===== config.mk =====
export PLATFORM = sky130hd
export DESIGN_NAME = output_router
export DESIGN_NICKNAME = d
export VERILOG_FILES = /design/src/rtl/output_router_pkg.sv /design/src/rtl/output_router_psum_quantizer.sv /design/src/rtl/output_router.sv
export SDC_FILE = /design/constraint.sdc
export NUM_CORES = 1
export LEC_CHECK = 0
export ABC_AREA = 1
export CORE_ASPECT_RATIO = 1.5
export CORE_MARGIN = 10
export CORE_UTILIZATION = 54
export DETAILED_ROUTE_END_ITERATION = 10
export DONT_BUFFER_PORTS = 1
export PLACE_DENSITY = 0.73
export REMOVE_ABC_BUFFERS = 1
export SLEW_MARGIN = 0
export SYNTH_ARGS = -nofsm -noshare
export SYNTH_HDL_FRONTEND = slang
export SYNTH_SLANG_ARGS = --single-unit
export TNS_END_PERCENT = 20

===== constraint.sdc =====
create_clock -name i_clk -period 3.6 [get_ports i_clk]
set_clock_uncertainty 0.1 [all_clocks]
set_input_delay 0 -clock i_clk [delete_from_list [all_inputs] [get_ports i_clk]]
set_output_delay 0 -clock i_clk [all_outputs]
set_load 0.1 [all_outputs]

===== src/rtl/output_router_pkg.sv =====
// Shared types and helpers for the output router: FSM state encoding and
// the requantization saturation function.
package output_router_pkg;

  typedef enum logic [1:0] {
    IDLE  = 2'd0,
    DRAIN = 2'd1,
    DONE  = 2'd2
  } state_t;

  // Internal working width for saturation; must exceed any ACC_WIDTH used.
  localparam int SAT_WIDTH = 64;

  // Clamp a sign-extended accumulator value to the signed range of
  // data_width bits. When the data word is at least as wide as the
  // accumulator no clamping can be needed, so the value passes through.
  function automatic logic signed [SAT_WIDTH-1:0] saturate(
    input logic signed [SAT_WIDTH-1:0] v,
    input int                          acc_width,
    input int                          data_width
  );
    logic signed [SAT_WIDTH-1:0] max_v;
    logic signed [SAT_WIDTH-1:0] min_v;
    logic signed [SAT_WIDTH-1:0] res;
    max_v = $signed((64'd1 << (data_width - 1)) - 64'd1);
    min_v = -max_v - 64'sd1;
    res   = v;
    if (data_width < acc_width) begin
      if (v > max_v) begin
        res = max_v;
      end else if (v < min_v) begin
        res = min_v;
      end
    end
    return res;
  endfunction

endpackage


===== src/rtl/output_router_psum_quantizer.sv =====
// Per-lane requantizer: arithmetic right shift of a signed partial sum
// followed by saturation to the output data width. Purely combinational.
module psum_quantizer
  import output_router_pkg::*;
#(
  parameter int ACC_WIDTH   = 32,
  parameter int DATA_WIDTH  = 8,
  parameter int SHIFT_WIDTH = $clog2(ACC_WIDTH)
) (
  input  logic signed [ACC_WIDTH-1:0]   i_psum,
  input  logic        [SHIFT_WIDTH-1:0] i_shift,
  output logic signed [DATA_WIDTH-1:0]  o_data
);

  logic signed [ACC_WIDTH-1:0]  w_shifted;
  logic signed [SAT_WIDTH-1:0]  w_wide;
  logic signed [SAT_WIDTH-1:0]  w_sat;
  logic [SAT_WIDTH-DATA_WIDTH-1:0] w_unused_hi;

  // Signed operand makes >>> an arithmetic shift (rounds toward -inf).
  assign w_shifted   = i_psum >>> i_shift;
  assign w_wide      = {{(SAT_WIDTH - ACC_WIDTH){w_shifted[ACC_WIDTH-1]}}, w_shifted};
  assign w_sat       = saturate(w_wide, ACC_WIDTH, DATA_WIDTH);
  // After saturation the value fits in DATA_WIDTH bits; the rest is sign.
  assign o_data      = w_sat[DATA_WIDTH-1:0];
  assign w_unused_hi = w_sat[SAT_WIDTH-1:DATA_WIDTH];

endmodule


===== src/rtl/output_router.sv =====
// Output router: captures requantized row partial sums on a strobe and
// drains them one word per cycle into the output buffer. The write pointer
// persists across contexts and only returns to zero on reset or clear.
module output_router
  import output_router_pkg::*;
#(
  parameter int ROUTER_COUNT = 2,
  parameter int ACC_WIDTH    = 32,
  parameter int DATA_WIDTH   = 8,
  parameter int ADDR_WIDTH   = 8,
  parameter int SHIFT_WIDTH  = $clog2(ACC_WIDTH)
) (
  input  logic                             i_clk,
  input  logic                             i_nrst,
  input  logic                             i_reg_clear,
  input  logic                             i_psum_out_en,
  input  logic [ROUTER_COUNT*ACC_WIDTH-1:0] i_psum,
  input  logic                             i_en,
  input  logic [ADDR_WIDTH-1:0]            i_route_size,
  input  logic [SHIFT_WIDTH-1:0]           i_shift,
  output logic                             o_wr_en,
  output logic [ADDR_WIDTH-1:0]            o_addr,
  output logic [DATA_WIDTH-1:0]            o_data,
  output logic                             o_done
);

  // Lane counter must be able to hold ROUTER_COUNT itself.
  localparam int CNT_WIDTH = $clog2(ROUTER_COUNT + 1);
  localparam int IDX_WIDTH = (ROUTER_COUNT > 1) ? $clog2(ROUTER_COUNT) : 1;
  localparam logic [ADDR_WIDTH-1:0] LANES = ADDR_WIDTH'(ROUTER_COUNT);

  state_t r_state;
  state_t w_state_next;

  logic signed [DATA_WIDTH-1:0] r_hold [ROUTER_COUNT];
  logic signed [DATA_WIDTH-1:0] w_quant [ROUTER_COUNT];
  logic [CNT_WIDTH-1:0]  r_count;
  logic [CNT_WIDTH-1:0]  r_idx;
  logic [ADDR_WIDTH-1:0] r_ptr;
  logic                  r_wr_en;
  logic [ADDR_WIDTH-1:0] r_addr;
  logic [DATA_WIDTH-1:0] r_data;
  logic                  r_done;

  logic                  w_clear;
  logic [CNT_WIDTH-1:0]  w_count;
  logic                  w_last;
  logic [DATA_WIDTH-1:0] w_sel_data;
  logic                  w_capture;
  logic                  w_write;
  logic                  w_done_next;

  assign w_clear    = !i_nrst || i_reg_clear;
  assign w_count    = (i_route_size > LANES) ? CNT_WIDTH'(ROUTER_COUNT)
                                             : i_route_size[CNT_WIDTH-1:0];
  assign w_last     = (r_idx + CNT_WIDTH'(1)) == r_count;
  assign w_sel_data = r_hold[r_idx[IDX_WIDTH-1:0]];

  generate
    for (genvar gi = 0; gi < ROUTER_COUNT; gi++) begin : g_lane
      psum_quantizer #(
        .ACC_WIDTH  (ACC_WIDTH),
        .DATA_WIDTH (DATA_WIDTH),
        .SHIFT_WIDTH(SHIFT_WIDTH)
      ) u_quant (
        .i_psum (i_psum[gi*ACC_WIDTH +: ACC_WIDTH]),
        .i_shift(i_shift),
        .o_data (w_quant[gi])
      );
    end
  endgenerate

  // State register; clear dominates every other input.
  always_ff @(posedge i_clk) begin
    if (w_clear) begin
      r_state <= IDLE;
    end else begin
      r_state <= w_state_next;
    end
  end

  // Next-state logic.
  always_comb begin
    w_state_next = r_state;
    case (r_state)
      IDLE: begin
        if (i_psum_out_en) begin
          w_state_next = (w_count == '0) ? DONE : DRAIN;
        end
      end
      DRAIN: begin
        if (i_en && w_last) begin
          w_state_next = DONE;
        end
      end
      DONE:    w_state_next = IDLE;
      default: w_state_next = IDLE;
    endcase
  end

  // Output/datapath decode for the current state.
  always_comb begin
    w_capture   = 1'b0;
    w_write     = 1'b0;
    w_done_next = 1'b0;
    case (r_state)
      IDLE:    w_capture   = i_psum_out_en;
      DRAIN:   w_write     = i_en;
      DONE:    w_done_next = 1'b1;
      default: ;
    endcase
  end

  // Holding registers, pointer, lane index and registered outputs.
  // o_addr/o_data keep their last value when no write is issued.
  always_ff @(posedge i_clk) begin
    if (w_clear) begin
      for (int i = 0; i < ROUTER_COUNT; i++) begin
        r_hold[i] <= '0;
      end
      r_count <= '0;
      r_idx   <= '0;
      r_ptr   <= '0;
      r_wr_en <= 1'b0;
      r_addr  <= '0;
      r_data  <= '0;
      r_done  <= 1'b0;
    end else begin
      r_wr_en <= w_write;
      r_done  <= w_done_next;
      if (w_capture) begin
        for (int i = 0; i < ROUTER_COUNT; i++) begin
          r_hold[i] <= w_quant[i];
        end
        r_count <= w_count;
        r_idx   <= '0;
      end
      if (w_write) begin
        r_addr <= r_ptr;
        r_data <= w_sel_data;
        r_ptr  <= r_ptr + ADDR_WIDTH'(1);
        r_idx  <= r_idx + CNT_WIDTH'(1);
      end
    end
  end

  assign o_wr_en = r_wr_en;
  assign o_addr  = r_addr;
  assign o_data  = r_data;
  assign o_done  = r_done;

endmodule


==> results of run 1 <==
stage by stage:
| step | instances | utilization (%) |
|---|---|---|
| 2_1_floorplan | 1017 | - |
| 3_3_place_gp | 1166 | 53.6 |
| 3_5_place_dp | 1166 | 53.6 |
| 4_1_cts | 1186 | 56.0 |
| 5_1_grt | 1186 | 56.0 |
| 6_report | 1186 | 56.0 |
where the power goes:
part | internal, W | total [W] | switching [W]
registers | 0.000577 | 0.000601 | 0.0000239
logic | 0.000198 | 0.000581 | 0.000383
clock network | 0.000255 | 0.000444 | 0.000189
worst max path at each step:
stage,endpoint,depth (start not counted)
final,r_count[0],8
after global routing,r_count[0],8
after CTS,r_count[0],8
after detailed placement,r_hold[1][1],10
after global placement,r_hold[1][4],10
after floorplan,r_hold[1][0],10
final cells by class:
cell class / instances / area share [%]
multi-input cells: 931 / 70.7
clock inverters: 3 / 0.292
well taps: 144 / 3.00
inverters: 38 / 2.63
flip-flops and latches: 48 / 18.7
repair buffers: 17 / 2.63
clock buffers: 5 / 2.09
worst register-to-register path: cells and delay by family, from the launching register on:
family,cells,cell delay [ns]
and+or+nand+nor,2,0.53
buffers and inverters,2,0.78
AOI/OAI and AO/OA,2,0.47
DFF,1,0.31
layer usage:
layer | track usage [%] | wire length, um | vias to the layer above
li1 | - | - | 3550
met1 | 26.9 | 7210 | 3058
met2 | 37.3 | 8430 | 261
met3 | 3.33 | 1250 | 48
met4 | 7.81 | 546 | 0
met5 | 0 | 0 | -
flip-flops by register name, summed over array words and instances, names as in the netlist:
| name | count |
|---|---|
| r_state | 2 |
| r_hold | 16 |
| r_ptr | 8 |
| r_idx | 2 |
| o_wr_en | 1 |
| o_done | 1 |
| o_addr | 8 |
| r_count | 2 |
| o_data | 8 |
synthesized netlist by cell type (10+ instances only):
cell type / number / share of area [%]
a31oi_1: 15 / 1.6
nand3_1: 279 / 23
buf_4: 10 / 1.3
nand2_2: 15 / 1.6
o21ai_0: 43 / 3.6
nor2_1: 60 / 3.8
buf_2: 27 / 2.3
a21oi_1: 41 / 3.4
edfxtp_1: 16 / 8.1
dfxtp_1: 32 / 11
inv_1: 30 / 1.9
clkbuf_1: 17 / 1.1
nand2_1: 425 / 27
kinds of logic after synthesis:
kind of cell	after synthesis	synth area share (%)
buffers and inverters	111	10.1
multiplexers	4	0.671
flip-flops	48	18.8
AO/OA/AOI/OAI	116	10.8
adder cells (fa/ha/maj)	1	0.210
AND/OR/NAND/NOR	806	58.9
XOR/XNOR	4	0.588
repair_timing:
| action | in CTS | in global routing |
|---|---|---|
| hold buffers | 12 | 0 |
| hold endpoints to repair | 30 | 0 |
| buffers inserted | 0 | 0 |
==> results.py, run 1 <==
metrics = {
    "run_status": {
        "status": "completed",
    },
    "min_path": {
        "hold_depth": 3,
        "worstHoldStart": "i_shift[4]",
        "holdPathEnd": "r_hold[0][4]",
        "min_path_type": "in2reg",
    },
    "place": {
        "dpl.hpwl_mm": 13.2,
        "gp_congestion": 1.02,
        "placed_area_um2": 5740,
        "placement.io_buffers": 0,
        "pre_cts_ws_ns": 1.17,
    },
    "routing": {
        "vias": 6917,
        "drtIter0Drc": 680,
        "ant_nets": 0,
        "drc_errors": 0,
        "drt-pass1-iter-count": 7,
        "postRouteWirelength_mm": 17.4,
        "wire_per_inst_um": 14.7,
        "routed_via_density": 5.83,
    },
    "flow_run": {
        "cap_viol_max_count": 0,
    },
    "clocking": {
        "cts_resized": 0,
        "cts.sinks": 48,
        "clock_path_buffers": 2,
        "numCtsBuffers": 5,
        "tritoncts": "built",
        "insertion_delay_ns": 0.29,
        "cts.clk_slew.worst_paths_ns": 0.06,
        "cts-root-buf": "clkbuf_16",
        "cts_max_level": 2,
    },
    "floorplanning": {
        "pin_count": 100,
        "num_rows": 46,
        "initial_core_util_pct": 55.7,
        "coreArea_um2": 10700,
        "die_x_um": 106,
        "die_h_um": 149,
        "die_area_um2": 15700,
    },
    "pwr": {
        "p_leak_nw": 2.79,
        "power.total_w": 0.00163,
        "ir_worst_vdd_uv": 155,
        "p_per_area_nw_per_um2": 271,
    },
    "worst_setup_path": {
        "reg2reg_setup_slack_ns": 1.25,
        "regToRegStartpoint": "r_state[0]",
        "crit_slowest_cell": "dlygate4sd3_1",
        "rr_endpoint": "o_data[1]",
        "crit_type": "in2reg",
        "cp.required_ns": 3.74,
        "cp-end-kind": "flip-flop",
        "worstRegToRegCells": 6,
        "crit_family": "buffers and inverters",
        "worstPathMaxFanout": 18,
        "arrival_ns": 2.90,
        "cp-startpoint": "i_reg_clear",
        "crit_chain": "dlygate4sd3_1, nor2_1, buf_4, clkinv_1, nor2_4, clkinv_1, o31ai_1, dlygate4sd3_1",
        "critical_path_buf_inv_count": 5,
        "start_kind": "primary input",
        "max_stage_delay_ns": 0.57,
    },
    "final_layout": {
        "ff_latch_area_um2": 1120,
        "layout_common_cells": "nand2_1, nand3_1, nor2_1, o21ai_0, a21oi_1",
        "multi_input_area_um2": 4240,
        "area_growth_pct": 0.608,
        "finalNetCount": 1124,
        "design_area_um2": 6000,
        "fillers": 1160,
        "drive_above_1_share_pct": 4.32,
        "final_common_cell": "nand2_1",
        "insertedDiodeCount": 0,
    },
    "sta": {
        "rsz0062_at_grt": "false",
        "min_period_over_period_pct": 76.7,
        "finalSetupViolCount": 0,
        "period_minus_slack_ns": 2.76,
        "worst_hold_slack_ns": 0.0178,
        "final-hold-violation-count": 0,
        "setup_tns_ns": 0,
        "slew_headroom_pct": 30.8,
        "drv_slew": 0,
        "fmax_ghz": 0.362,
        "worstMarginPinSlew_ns": 1.04,
        "setup_ws_ns": 0.838,
    },
    "grt": {
        "grt_overflow": 0,
        "antenna_found_initial": 0,
        "grt_usage_pct": 21.8,
        "grt_max_degree": 70,
        "grt_pass1_wl_mm": 29.6,
        "grt_pass1_vias": 6302,
    },
    "logic_synthesis": {
        "synthCells": 1090,
        "synth_edf_count": 16,
        "synth.distinct_cells": 47,
        "ys_warn_count": 0,
        "yosys_most_used_dff": "dfxtp_1",
        "yosysSeqAreaShare_pct": 18.8,
        "synth.avg_cell_area_um2": 5.47,
        "ys_ff_latch": 48,
        "syn_area_um2": 5960,
        "synthArstFlopShare_pct": 0,
    },
}
Note: power is estimated with default switching activity, not from simulation.
==> run 2: changes to the inputs <==
--- a/config.mk
+++ b/config.mk
@@ -11,7 +11,7 @@
 export CORE_UTILIZATION = 54
 export DETAILED_ROUTE_END_ITERATION = 10
 export DONT_BUFFER_PORTS = 1
-export PLACE_DENSITY = 0.73
+export PLACE_DENSITY = 0.76
 export REMOVE_ABC_BUFFERS = 1
 export SLEW_MARGIN = 0
 export SYNTH_ARGS = -nofsm -noshare
==> constraint.sdc (replaced) <==
create_clock -name i_clk -period 2.4 [get_ports i_clk]
set_clock_uncertainty 0.1 [all_clocks]
set_input_delay 0 -clock i_clk [delete_from_list [all_inputs] [get_ports i_clk]]
set_output_delay 0 -clock i_clk [all_outputs]
set_load 0.1 [all_outputs]
==> results.py, run 2 (synthesized netlist as in run 1, its figures left out) <==
metrics = {
    "worst_setup_path": {
        "cp.required_ns": 2.53,
        "arrival_ns": 2.32,
        "crit_type": "in2reg",
        "crit_chain": "dlygate4sd3_1, nor2_1, buf_4, clkinv_1, buf_4, nor2_4, clkinvlp_4, o31ai_1, dlygate4sd3_1",
        "worstPathMaxFanout": 18,
        "start_kind": "primary input",
        "cp-end-kind": "flip-flop",
        "max_stage_delay_ns": 0.58,
        "crit_family": "buffers and inverters",
        "crit_slowest_cell": "dlygate4sd3_1",
        "critical_path_buf_inv_count": 6,
    },
    "routing": {
        "drtIter0Drc": 714,
        "wire_per_inst_um": 15.0,
        "drc_errors": 0,
        "postRouteWirelength_mm": 18.1,
        "drt-pass1-iter-count": 5,
        "routed_via_density": 5.93,
        "vias": 7175,
        "ant_nets": 0,
    },
    "grt": {
        "grt_max_degree": 70,
        "grt_pass1_wl_mm": 29.8,
        "grt_overflow": 0,
        "grt_pass1_vias": 6468,
        "grt_usage_pct": 22.0,
        "antenna_found_initial": 0,
    },
    "final_layout": {
        "largest_reg_flops": 16,
        "stdcell_count": 1210,
        "largest_register": "r_hold",
        "finalNetCount": 1148,
        "layout_common_cells": "nand2_1, nand3_1, nor2_1, o21ai_0, a21oi_1",
        "final_common_cell": "nand2_1",
        "fillers": 1111,
        "area_growth_pct": 4.64,
        "insertedDiodeCount": 0,
        "drive_above_1_share_pct": 6.57,
    },
    "sta": {
        "setup_tns_ns": 0,
        "fmax_ghz": 0.457,
        "drv_slew": 0,
        "period_minus_slack_ns": 2.19,
        "worstMarginPinSlew_ns": 0.942,
        "finalSetupViolCount": 0,
        "slew_headroom_pct": 37.1,
        "min_period_over_period_pct": 91.2,
        "rsz0062_at_grt": "false",
        "final-hold-violation-count": 0,
    },
    "run_status": {
        "status": "completed",
    },
    "pwr": {
        "p_leak_nw": 2.94,
        "p_per_area_nw_per_um2": 414,
        "ir_worst_vdd_uv": 274,
    },
    "floorplanning": {
        "die_area_um2": 15700,
        "coreArea_um2": 10700,
        "die_x_um": 106,
        "initial_core_util_pct": 55.7,
        "die_h_um": 149,
        "num_rows": 46,
        "pin_count": 100,
    },
    "min_path": {
        "min_path_type": "in2reg",
    },
    "clocking": {
        "numCtsBuffers": 5,
        "tritoncts": "built",
        "cts-root-buf": "clkbuf_16",
        "cts.clk_slew.worst_paths_ns": 0.06,
        "insertion_delay_ns": 0.29,
        "clock_path_buffers": 2,
        "cts_max_level": 2,
        "cts.sinks": 48,
    },
    "place": {
        "placement.io_buffers": 0,
        "dpl.hpwl_mm": 13.7,
        "gp_congestion": 1.03,
        "dp.cells": 1187,
    },
    "flow_run": {
        "cap_viol_max_count": 0,
    },
}
-- run 2: changes by cell type in the layout (fill, tap and decap cells not counted), sizes merged --
cell	change
bufinv	+1
clkinv	-2
dlygate4sd3	+1
clkinvlp	+1
buf	+23
-- run 2: area by class of cell --
class	instances	area, um2	area share, %
Clock buffer	5	125	2.01
Clock inverter	3	46.3	0.742
Inverter	38	161	2.59
Multi-Input combinational cell	931	4240	68.0
Sequential cell	48	1120	18.0
Tap cell	144	180	2.89
Timing Repair Buffer	41	365	5.86
-- run 2: timing repair --
item	CTS	global route
endpoints found under the hold margin	30	0
hold buffers	13	0
setup endpoints to repair	0	1
buffers inserted	0	2
gates resized for setup	0	1
-- run 2: metrics by stage --
stage	total power [W]	hold WS (ns)	setup slack (ns)	utilization (%)	instance area, um2
4_1_cts	0.00258	0.00142	0.0587	58.1	6220
3_3_place_gp	0.00178	0.0728	0.263	55.3	5920
6_report	0.00258	0.00907	0.210	58.3	6240
3_5_place_dp	0.00178	0.0723	0.238	55.3	5920
2_1_floorplan	0.00158	0.0606	0.228	-	5520
5_1_grt	0.00275	0.0352	0.0758	58.3	6240
-- run 2: power breakdown --
part           switching, W  total (W)  internal, W
clock network      0.000287   0.000781     0.000494
registers         0.0000110   0.000876     0.000865
logic              0.000612   0.000926     0.000314
total              0.000910    0.00258      0.00167
-- run 2: path summary, 6_finish.rpt --
| kind | start | end | slack, ns | cells after the start |
|---|---|---|---|---|
| max | i_reg_clear | r_count[0] | 0.21 | 9 |
| min | i_nrst | r_ptr[5] | 0.009 | 5 |
| max reg2reg | r_idx[0] | r_state[1] | 0.34 | 6 |
| min reg2reg | r_state[0] | o_done | 0.35 | 1 |
-- run 2: per-layer routing --
metal	track usage, %	part of all wire [%]	up-vias
met5	0	0	-
met4	7.20	2.7	0
met3	4.71	8.0	34
met2	39.4	50	293
met1	25.1	39	3248
li1	-	-	3600
-- run 2: worst register-to-register path, delay by kind of cell, from the launching register on --
| family | cells | cell delay (ns) |
|---|---|---|
| AOI/OAI and AO/OA | 2 | 0.36 |
| xor gates and xnor gates | 2 | 0.31 |
| buffers and inverters | 1 | 0.58 |
| DFF | 1 | 0.54 |
| and+or+nand+nor | 1 | 0.10 |
